$ cat src/rtl/fifo_pixel_reader.sv
// fifo_pixel_reader: pops RGB pixel words from a FIFO and serialises them into three channel beats; define PIXEL_CNT_EN for per-frame pixel counting
module fifo_pixel_reader #(
  parameter int DATA_WIDTH = 32,
  parameter int FRAME_PIXELS = 50176,
  parameter int CNT_WIDTH = $clog2(FRAME_PIXELS)
) (
  input  logic                    clk,
  input  logic                    rst,
  input  logic                    fifo_empty,
  input  logic [3*DATA_WIDTH-1:0] fifo_data,
  output logic                    fifo_rd_req,
  output logic [DATA_WIDTH-1:0]   m_data,
  output logic [1:0]              m_chan,
  output logic                    m_last,
  output logic                    m_valid,
  input  logic                    m_ready,
  output logic [CNT_WIDTH-1:0]    pixel_count,
  output logic                    frame_done
);
  typedef enum logic [1:0] {IDLE, FETCH, SEND} state_t;
  state_t state;
  logic empty_q;
  logic [2*DATA_WIDTH-1:0] hold;
  // Pixel FSM: m_chan doubles as the beat counter; channel 0 goes straight to m_data, channels 1-2 wait in hold
  always_ff @(posedge clk) begin
    if (rst) begin
      state <= IDLE;
      empty_q <= 1'b1;
      fifo_rd_req <= 1'b0;
      m_valid <= 1'b0;
      m_data <= '0;
      m_chan <= 2'd0;
      m_last <= 1'b0;
      hold <= '0;
    end else begin
      empty_q <= fifo_empty;
      case (state)
        IDLE: if (!fifo_empty && !empty_q) begin
          state <= FETCH;
          fifo_rd_req <= 1'b1;
        end
        FETCH: begin
          state <= SEND;
          fifo_rd_req <= 1'b0;
          hold <= fifo_data[3*DATA_WIDTH-1:DATA_WIDTH];
          m_data <= fifo_data[DATA_WIDTH-1:0];
          m_chan <= 2'd0;
          m_last <= 1'b0;
          m_valid <= 1'b1;
        end
        SEND: if (m_ready) begin
          m_data <= m_chan == 2'd0 ? hold[DATA_WIDTH-1:0] : hold[2*DATA_WIDTH-1:DATA_WIDTH];
          m_chan <= m_last ? 2'd0 : m_chan + 2'd1;
          m_last <= m_chan == 2'd1;
          if (m_last) begin
            state <= IDLE;
            m_valid <= 1'b0;
          end
        end
        default: state <= IDLE;
      endcase
    end
  end
`ifdef PIXEL_CNT_EN
  // Frame counter: counts accepted last beats, wraps at FRAME_PIXELS and pulses frame_done on the wrap
  always_ff @(posedge clk) begin
    if (rst) begin
      pixel_count <= '0;
      frame_done <= 1'b0;
    end else begin
      frame_done <= 1'b0;
      if (state == SEND && m_ready && m_last) begin
        pixel_count <= pixel_count == CNT_WIDTH'(FRAME_PIXELS - 1) ? '0 : pixel_count + CNT_WIDTH'(1);
        frame_done <= pixel_count == CNT_WIDTH'(FRAME_PIXELS - 1);
      end
    end
  end
`else
  assign pixel_count = '0;
  assign frame_done = 1'b0;
`endif
endmodule

$ cat config.mk
export PLATFORM = sky130hd
export DESIGN_NAME = fifo_pixel_reader
export DESIGN_NICKNAME = d
export VERILOG_FILES = /design/src/rtl/fifo_pixel_reader.sv
export SDC_FILE = /design/constraint.sdc
export NUM_CORES = 1
export LEC_CHECK = 0
export CAP_MARGIN = 20
export CORE_MARGIN = 2
export CORE_UTILIZATION = 42
export DETAILED_ROUTE_END_ITERATION = 6
export MAX_ROUTING_LAYER = met4
export PLACE_DENSITY = 0.81
export SYNTH_ARGS = -nofsm -noshare
export SYNTH_HDL_FRONTEND = slang
export SYNTH_SLANG_ARGS = --single-unit
$ cat constraint.sdc
create_clock -name clk -period 1.62 [get_ports clk]
set_clock_uncertainty 0.15 [all_clocks]
set_input_delay 0.324 -clock clk [delete_from_list [all_inputs] [get_ports clk]]
set_output_delay 0.324 -clock clk [all_outputs]
set_load 0.02 [all_outputs]
# Word-level counts from Yosys, hierarchy flattened
# Cells that the tools add are included.
# totals
word_cells,43
ff_bits,104
# op_classes
n_addsub,1
reduce_logical,11
eq_ne,6
mux,17
# op_table
cell,n
$mux 32,2
$pmux 32 s2,1
$mux 2,5
$ne 2x2->1 const B,3
$pmux 1 s2,3
$pmux 2 s3,1
$reduce_and 3->1,2
$eq 2x1->1 const B,2
$logic_not 2->1,2
$mux 1,4
$pmux 2 s2,1
$reduce_and 2->1,2
$reduce_bool 2->1,2
$add 2x1->2 const B,1
$eq 2x2->1 const B,1
$logic_not 1->1,2
$logic_and 1x1->1,1

# Logic depth before layout (Yosys ltp)
# Gate-level depths: netlist (run 1).
# depth
ltp_word,4
ltp_mapped,7

# Worst setup path before layout (run 1)
# No wires, ideal clock.
# synth_timing
path_kind,register to register
from,reg m_chan[0]
to,reg m_data[10]
n_path_buf,2
period_less_slack_ns,1.753
arrival_time_ns,1.452
setup_slack_ns,-0.133
path_stages_with_launch,8
path_cell_list,dfxtp_1 > inv_1 > ha_1 > clkbuf_2 > buf_4 > mux2_1 > nand2_1 > a221oi_2
# synth_via
elab_chain_cells,4
# synth_rtl
element,line_no,rtl
from (decl),13,"output logic [1:0] m_chan,"
from (signal assigned),53,m_chan <= m_last ? 2'd0 : m_chan + 2'd1;
$logic_not 2->1,52,m_data <= m_chan == 2'd0 ? hold[DATA_WIDTH-1:0] : hold[2*DATA_WIDTH-1:DATA_WIDTH];
$mux 32,52,
$mux 32,51,SEND: if (m_ready) begin
$pmux 32 s2,37,case (state)
to (signal assigned),46,m_data <= fifo_data[DATA_WIDTH-1:0];
to (signal assigned),52,
to (decl),12,"output logic [DATA_WIDTH-1:0] m_data,"
# Every way passes these cells. The select of a mux whose other input is x is not followed.
# A chain may end at the register's enable or synchronous reset.

# Worst setup path after layout (run 1)
# layout_timing
from,reg m_chan[0]
to,reg m_data[8]
# The elaborated chain is that of the path after synthesis.

==> reports/results.tsv, run 1 <==
metric	value	unit
status	complete, no violations	
YS warnings	0	
DR top layer	met4	
routed len/inst	14.4	microns
DP Area	0.00618	sq mm
distinct cell type count after synthesis	27	
Num Clock Sinks	104	
diode count	0	
flops & latches, synth	104	
drc violations	0	
footprint of the multi-input gates	0.00232	sq mm
crit start category	register	
Worst VDD drop	0.599	mV
register area share after synthesis	44.1	%
DP Worst Slack	-0.285	ns
Net count, final	778	
I/O pin cnt	154	
initial antenna violation count	0	
global route overflow	0	
Site Rows	38	
die area	0.0121	sq mm
vias in the first global route	4059	
final hold slack	0.182	ns
critical path type	reg2reg	
final WL	11.8	mm
I/O Buffers	136	
drt first pass iters	4	
total track usage	19.5	%
vias	4182	
global-route wire length before repair	18.3	mm
final count of negative-setup-slack endpoints	0	
antenna-violating nets left	0	
share of cells above drive strength 1	16.0	%
routed length on met1	4.99	mm
total core area	0.0109	sq mm
post-synthesis average cell area	8.53	sq um
post-synth top area share	44.1	%
Die W	110	microns
total chip power	5160	uW
filler-free cell count of the finished design	821	
CTS H-tree lvls	3	
crit path capture type	register	
CTS tree	done	
DR vias/cell	5.09	
Reg clk slew, reported paths	0.10	ns
worst path required time	1.70	ns
DP Cell Count	800	
cell area power density	799	mW/mm^2
Netlist Area Pre-Place	0.00472	sq mm
root buf cell	clkbuf_8	
top post-synthesis cells by area	dfxtp_1, nand2_1, a221oi_2	
# Max-Cap Violations	0	
post-synthesis instance total	553	
Max Root-Sink Buffers	2	
Hold Crit Endpoint	m_data[8]	
Final min period	1.58	ns
worst min path class	in2reg	
Area Growth Syn to Fin	37.0	%
Initial Util	43.3	%
R2R Path Start	m_chan[0]	
HP Start	rst	
largest net degree at the start of global routing	55	
CTS buffer count	9	
# fillers	998	
Worst Reg-to-Reg Cells	6	
DP HPWL	8.28	mm
RePlAce Congestion	0.786	
Tcrit/Tclk final	97.6	%
final hold vios	0	
leading area contributor after synthesis	dfxtp_1	
Data arrival, critical path	1.66	ns
hold path depth	2	
highest-count cells in the layout ignoring fill and taps	nand2_1, dfxtp_1, clkdlybuf4s50_1	
pins over their slew limit	0	
met3 wire len	666	microns
WL met2	5.92	mm
setup slack, reg-to-reg	0.04	ns
crit path max fanout	11	
Worst-Skew Late Latency	0.35	ns
Leak Pwr	0.00242	uW
1st-iter DRT viols	179	
r2r endpoint	m_data[8]	
Register Area	0.00209	sq mm
setup ws final	0.0396	ns
post-route design area	0.00646	sq mm
fmax	633	MHz
commonest non-fill, non-tap cell in the layout	nand2_1	
height of the die	110	microns
==> what timing repair did <==
item / in CTS / in global routing
buffers inserted: 0 / 3
endpoints found under the setup margin: 43 / 35
gates cloned: 0 / 2
pin swaps: 0 / 2
hold buffers: 0 / 0
gates resized for setup: 38 / 13
==> through the flow <==
stage          util, %  setup TNS [ns]
3_5_place_dp      56.7           -7.46
6_report          59.4               0
2_1_floorplan        -         -0.0231
4_1_cts           58.4               0
3_3_place_gp      56.7           -4.87
5_1_grt           59.4         -0.0113
==> cell families (layout without fill, tap and decap cells) <==
logic type                 Yosys count  in the layout  synth area share, %
other                                1             17               0.0795
DFF                                104            104                 44.1
buffers and inverters               68            180                 8.86
adders and majority gates            2              2                0.530
and+or+nand+nor                    211            211                 17.4
AOI/OAI and AO/OA                  135            135                 21.3
muxes                               32             32                 7.64
==> cells in the mapped netlist (all sizes together) <==
master	number
nand2	162
dfxtp	104
a21oi	67
buf	53
nor2	35
a221oi	32
mux2	32
o21ai	32
clkbuf	13
nand3	3
nor2b	3
nor3	3
ha	2
inv	2
nand2b	2
conb	1
nand3b	1
nor3b	1
o2111ai	1
o211ai	1
o22ai	1
o31ai	1
or2	1
==> per-layer routing <==
| metal | track usage [%] | vias to the layer above |
|---|---|---|
| li1 | - | 2078 |
| met5 | - | - |
| met2 | 34.6 | 111 |
| met3 | 3.47 | 15 |
| met1 | 22.6 | 1978 |
| met4 | 5.33 | 0 |
==> report_power, final <==
| group | switching, uW | internal, uW | leakage (uW) |
|---|---|---|---|
| Combinational | 362 | 411 | 0.00147 |
| Clock | 847 | 866 | 0.000102 |
| Sequential | 43.5 | 2630 | 0.000846 |
| Total | 1250 | 3910 | 0.00242 |
==> state kept, by name, summed over array words and instances, names as in the netlist <==
name	flops
m_last	1
hold	64
m_chan	2
m_valid	1
state	2
empty_q	1
m_data	32
fifo_rd_req	1
==> critical path: stages, from the launching register on <==
cell	delay, ns
dfxtp_4	0.36
inv_1	0.08
ha_4	0.20
clkbuf_16	0.19
mux2_2	0.34
nand2_1	0.08
a221oi_2	0.05
==> worst max path at each step <==
stage | start | end | slack (ns) | depth (start not counted)
2_1_floorplan | m_chan[0] | m_data[10] | -0.002 | 7
3_3_place_gp | m_ready | m_data[15] | -0.19 | 5
3_5_place_dp | m_ready | m_data[0] | -0.28 | 5
4_1_cts | m_chan[0] | m_data[24] | 0.01 | 6
5_1_grt | m_chan[0] | m_data[8] | -0.005 | 6
6_report | m_chan[0] | m_data[8] | 0.04 | 6
==> cell type report <==
| class | count | share of cell area [%] |
|---|---|---|
| multi-input combinational | 397 | 35.8 |
| sequential | 104 | 32.4 |
| inverter | 2 | 0.116 |
| tap | 140 | 2.71 |
| clock buffer | 10 | 1.97 |
| timing repair buffer | 162 | 25.7 |
| clock inverter | 6 | 1.32 |
(Power assumes the default switching activity.)
==> run 2, diff against run 1 <==
- CELL_PAD_IN_SITES_DETAIL_PLACEMENT: not set -> 1
- CELL_PAD_IN_SITES_GLOBAL_PLACEMENT: not set -> 2
- CORE_UTILIZATION: 42 -> 24
==> run 2 against run 1 <==
  * Power up 11%
  * Non-clock buffer count down 1
  * Sequential share of layout area down 1.3 points
  * Critical path depth unchanged
  * Register-to-register slack about the same
  * First-iteration DRC count down 23%
  * Setup slack worse by 0.0051 ns
  * Count of clock-buffer cells in the layout up 3
  * Core utilization down 25 points
  * Critical path type is now in2reg
==> reports/results.tsv, run 2 (synthesized netlist as in run 1, its figures left out) <==
metric	value	unit	change
status	complete, no violations		
post-route design area	0.00674	sq mm	+4.3%
Net count, final	777		-0.13%
antenna-violating nets left	0		unchanged
max reg flops	64		unchanged
height of the die	144	microns	+31%
pins over their slew limit	0		unchanged
largest net degree at the start of global routing	51		-7.3%
CTS H-tree lvls	3		unchanged
Tcrit/Tclk final	97.9	%	+0.32 points
DP HPWL	10.3	mm	+24%
drc violations	0		unchanged
final hold vios	0		unchanged
routed len/inst	15.4	microns	+7.5%
initial antenna violation count	0		unchanged
die area	0.0208	sq mm	+72%
hold bufs inserted after CTS	0		unchanged
Worst VDD drop	0.414	mV	-31%
Initial Util	24.3	%	-19 points
Reg clk slew, reported paths	0.07	ns	-0.03 ns
Final min period	1.59	ns	+0.00514 ns
global-route wire length before repair	22.3	mm	+22%
DP Area	0.00641	sq mm	+3.8%
highest-count cells in the layout ignoring fill and taps	nand2_1, dfxtp_1, clkdlybuf4s50_1		
Die W	144	microns	+31%
crit path max fanout	6		-5
worst min path class	in2reg		
crit path to	m_data[24]		
final count of negative-setup-slack endpoints	0		unchanged
RePlAce Congestion	0.748		-4.9%
# Max-Cap Violations	0		unchanged
I/O Buffers	136		unchanged
Leak Pwr	0.00247	uW	+2.3%
root buf cell	clkbuf_16		
final WL	14.6	mm	+24%
share of cells above drive strength 1	15.9	%	-0.10 points
largest register by flop count	hold		
Worst-Skew Late Latency	0.35	ns	about the same
setup slack, reg-to-reg	0.05	ns	about the same
vias	4188		+0.14%
total track usage	14.2	%	-5.3 points
global route overflow	0		unchanged
Site Rows	51		+34%
diode count	0		unchanged
1st-iter DRT viols	138		-23%
cell area power density	852	mW/mm^2	+6.7%
Worst Reg-to-Reg Cells	5		-1
CTS buffer count	9		unchanged
filler-free cell count of the finished design	944		+15%
DR vias/cell	4.44		-13%
Data arrival, critical path	1.69	ns	+0.03 ns
top flop regs	hold (64), m_data (32)		
CTS tree	done		
Max Root-Sink Buffers	2		unchanged
Critical Path Start	m_ready		
DP Cell Count	927		+16%
R2R Path Start	state[0]		
Area Growth Syn to Fin	42.8	%	
critical path type	in2reg		
drt first pass iters	4		unchanged
crit start category	primary input		
vias in the first global route	4471		+10%
fmax	631	MHz	-0.32%
crit path capture type	register		
total core area	0.0194	sq mm	+78%
worst path required time	1.72	ns	+0.02 ns
commonest non-fill, non-tap cell in the layout	nand2_1		
I/O pin cnt	154		unchanged
Num Clock Sinks	104		unchanged
r2r endpoint	m_data[24]		
-- run 2: worst min-delay path by stage --
stage | slack (ns) | startpoint | cells after the start | end
2_1_floorplan | 0.28 | fifo_empty | 1 | empty_q
3_3_place_gp | 0.29 | hold[42] | 2 | hold[42]
3_5_place_dp | 0.30 | hold[43] | 2 | hold[43]
4_1_cts | 0.25 | rst | 2 | hold[2]
5_1_grt | 0.27 | rst | 2 | hold[2]
6_report | 0.26 | rst | 2 | hold[2]
-- run 2: critical path: stages --
cell and delay (ns):
clkdlybuf4s50_1 0.44, nand3b_1 0.17, buf_4 0.20, buf_4 0.18, o21ai_1 0.11, a221oi_2 0.26
-- run 2: routing by layer --
metal | wire (microns) | part of all wire [%] | vias to the layer above | global-route usage (%)
met5 | 0 | 0 | - | -
met4 | 167 | 1.1 | 0 | 4.65
met3 | 610 | 4.2 | 11 | 2.68
met2 | 7430 | 51 | 89 | 24.8
met1 | 6360 | 44 | 2006 | 16.4
li1 | - | - | 2082 | -
-- run 2: area by class of cell --
| class | instances | area, sq um |
|---|---|---|
| Multi-Input combinational cell | 397 | 2310 |
| Sequential cell | 104 | 2090 |
| Inverter | 2 | 7.51 |
| Timing Repair Buffer | 161 | 1680 |
| Fill cell | 2282 | 12700 |
| Clock inverter | 2 | 37.5 |
| Tap cell | 265 | 332 |
| Clock buffer | 13 | 270 |
-- run 2: per-stage QoR --
| step | power (uW) | TNS (ns) | hold WS, ns | utilization (%) | worst slack [ns] |
|---|---|---|---|---|---|
| 4_1_cts | 5830 | 0 | 0.251 | 34.5 | 0.00373 |
| 2_1_floorplan | 3140 | -0.0231 | 0.281 | - | -0.00247 |
| 6_report | 5740 | 0 | 0.257 | 34.7 | 0.0345 |
| 5_1_grt | 6020 | -0.000384 | 0.274 | 34.7 | -0.000384 |
| 3_3_place_gp | 3540 | -6.35 | 0.288 | 33.1 | -0.248 |
| 3_5_place_dp | 3560 | -8.49 | 0.296 | 33.1 | -0.328 |
-- run 2: what timing repair did --
item	in CTS	in global routing
gates cloned	0	1
resized for setup	43	5
pin swaps	1	1
endpoints found under the setup margin	64	28
buffers inserted	0	1
-- run 2: power breakdown --
part / internal (uW) / total [uW] / switching (uW) / leakage [uW]
Combinational: 415 / 792 / 377 / 0.00148
Sequential: 2640 / 2680 / 43.1 / 0.000846
Clock: 1320 / 2270 / 953 / 0.000148
==> run 3, diff against run 2 <==
- CORE_ASPECT_RATIO: not set -> 0.5
==> run 3 against run 2 <==
  * Sequential share of layout area fell by 0.13 points
  * Setup slack better by 0.015 ns
  * Routed wire length fell by 1.1%
  * Largest power group unchanged
  * Cell count grew 0.64%
  * Critical path depth unchanged
  * Power is 1.5% lower
  * Final area increased by 0.54%
  * Count of clock-buffer cells in the layout decreased by 4
==> reports/results.tsv, run 3 (synthesized netlist as in run 1, its figures left out) <==
metric	value	unit	change
Worst-Skew Late Latency	0.35	ns	about the same
sequential share of power	47.3	%	+0.6 points
commonest non-fill, non-tap cell in the layout	nand2_1		
critical path type	reg2reg		
final hold vios	0		unchanged
pins over their slew limit	0		unchanged
total core area	0.0194	sq mm	-0.15%
CTS buffer count	9		unchanged
final WL	14.4	mm	-1.1%
DP HPWL	10.2	mm	-1.3%
die area	0.0209	sq mm	+0.32%
drc violations	0		unchanged
worst min path class	in2reg		
clock power share	38.6	%	-1.0 points
HP Start	rst		
internal power	4260	uW	-2.6%
crit path to	m_data[21]		
global-route wire length before repair	22.8	mm	+2.3%
Die W	202	microns	+40%
Critical Path Start	m_chan[0]		
worst path bufs/invs	2		-1
Worst Reg-to-Reg Cells	6		+1
initial antenna violation count	0		unchanged
max reg flops	64		unchanged
largest net degree at the start of global routing	49		-3.9%
DR vias/cell	4.38		-1.4%
# Max-Cap Violations	0		unchanged
vias in the first global route	4381		-2.0%
final count of negative-setup-slack endpoints	0		unchanged
top flop regs	hold (64), m_data (32)		
grt met3 use	2.53	%	-0.15 points
RePlAce Congestion	0.739		-1.2%
highest-count cells in the layout ignoring fill and taps	nand2_1, dfxtp_1, clkdlybuf4s50_1		
fmax	637	MHz	+0.94%
CP top delay family	flip-flops		
height of the die	103	microns	-28%
met1 GRT Util	17.0	%	+0.68 points
Post-CTS Setup Repair Bufs	0		unchanged
setup slack, reg-to-reg	0.05	ns	about the same
Comb pwr share	14.1	%	+0.3 points
crit path capture type	register		
antenna-violating nets left	0		unchanged
I/O pin cnt	154		unchanged
routed len/inst	15.2	microns	-1.7%
CTS tree	done		
Final min period	1.57	ns	-0.0147 ns
drt first pass iters	4		unchanged
root buf cell	clkbuf_16		
Initial Util	24.4	%	+0.038 points
DP Worst Slack	-0.223	ns	+0.105 ns
Worst path max stage delay	0.36	ns	-0.08 ns
diode count	0		unchanged
vias	4157		-0.74%
Tcrit/Tclk final	97.0	%	-0.91 points
share of cells above drive strength 1	17.0	%	+1.1 points
1st-iter DRT viols	167		+21%
total track usage	14.1	%	-0.066 points
Util after Layout	35.0	%	+0.24 points
CTS H-tree lvls	3		unchanged
cell area power density	835	mW/mm^2	-2.0%
Area Growth Syn to Fin	43.6	%	
setup ws final	0.0492	ns	+0.0147 ns
global route overflow	0		unchanged
crit start category	register		
largest register by flop count	hold		
Data arrival, critical path	1.64	ns	-0.05 ns
Worst VDD drop	0.407	mV	-1.9%
DP Cell Count	932		+0.54%
Crit. path cell count	6		unchanged
unrepaired setup endpoints after global routing	true		
r2r endpoint	m_data[21]		
filler-free cell count of the finished design	950		+0.64%
Leak Pwr	0.00250	uW	+1.3%
Max Root-Sink Buffers	2		unchanged
global route hottest layer	met2		
I/O Buffers	136		unchanged
crit path max fanout	11		+5
status	complete, no violations		
worst path required time	1.69	ns	-0.03 ns
met2 GRT Util	24.8	%	+0.029 points
cells along the critical path	inv_2 > ha_4 > clkbuf_16 > mux2_2 > nand2_1 > a221oi_2		
Num Clock Sinks	104		unchanged
R2R Path Start	m_chan[0]		
Net count, final	781		+0.51%
Reg clk slew, reported paths	0.07	ns	about the same
sw frac	24.8	%	+0.86 points
Site Rows	36		-29%
critical path's slowest cell	dfxtp_4		
net switching power	1400	uW	+2.0%
hold bufs inserted after CTS	0		unchanged
==> run 3: worst min path at each step <==
stage / to / depth (start not counted)
floorplan: empty_q / 1
finish: hold[2] / 2
detailed placement: hold[26] / 2
global route: hold[2] / 2
global placement: hold[44] / 2
CTS: hold[25] / 2
==> run 3: repair_timing <==
action | CTS | global route
pin swaps | 0 | 1
gates cloned | 0 | 2
endpoints found under the setup margin | 52 | 64
gates resized for setup | 40 | 8
==> run 3: layer usage <==
metal  wire, microns  vias to the layer above
met5               0                        -
met4             150                        0
met3             358                       14
met2            7230                       55
met1            6680                     2004
li1                -                     2084
==> run 3: metrics by stage <==
step           power (uW)  hold WS, ns  setup TNS (ns)  cell area, sq um
2_1_floorplan        3140        0.281         -0.0231              4780
3_3_place_gp         3550        0.290           -4.70              6440
3_5_place_dp         3570        0.296           -6.07              6440
4_1_cts              5740        0.257        -0.00215              6710
5_1_grt              5910        0.285               0              6770
6_report             5660        0.259               0              6770
==> run 3: cell type report <==
type | count | area [sq um]
clock buffers | 9 | 225
fillers | 2292 | 12600
clock inverters | 7 | 71.3
well taps | 266 | 333
multi-input cells | 397 | 2320
repair buffers | 165 | 1720
flip-flops and latches | 104 | 2090
inverters | 2 | 10.0
==> run 3: power groups by stage <==
stage	combinational, uW	clock [uW]	sequential (uW)
final	798	2180	2680
after floorplan	356	0	2790
after detailed placement	826	0	2740
after global placement	815	0	2740
after CTS	801	2260	2680
after global routing	866	2360	2690
==> run 3: worst reg2reg max path: cells and delay by family, from the launching register on <==
kind	cells	cell delay (ns)
fa+ha+maj	1	0.19
buf+inv	2	0.26
simple gates	1	0.08
compound gates	1	0.06
mux	1	0.34
flops	1	0.36
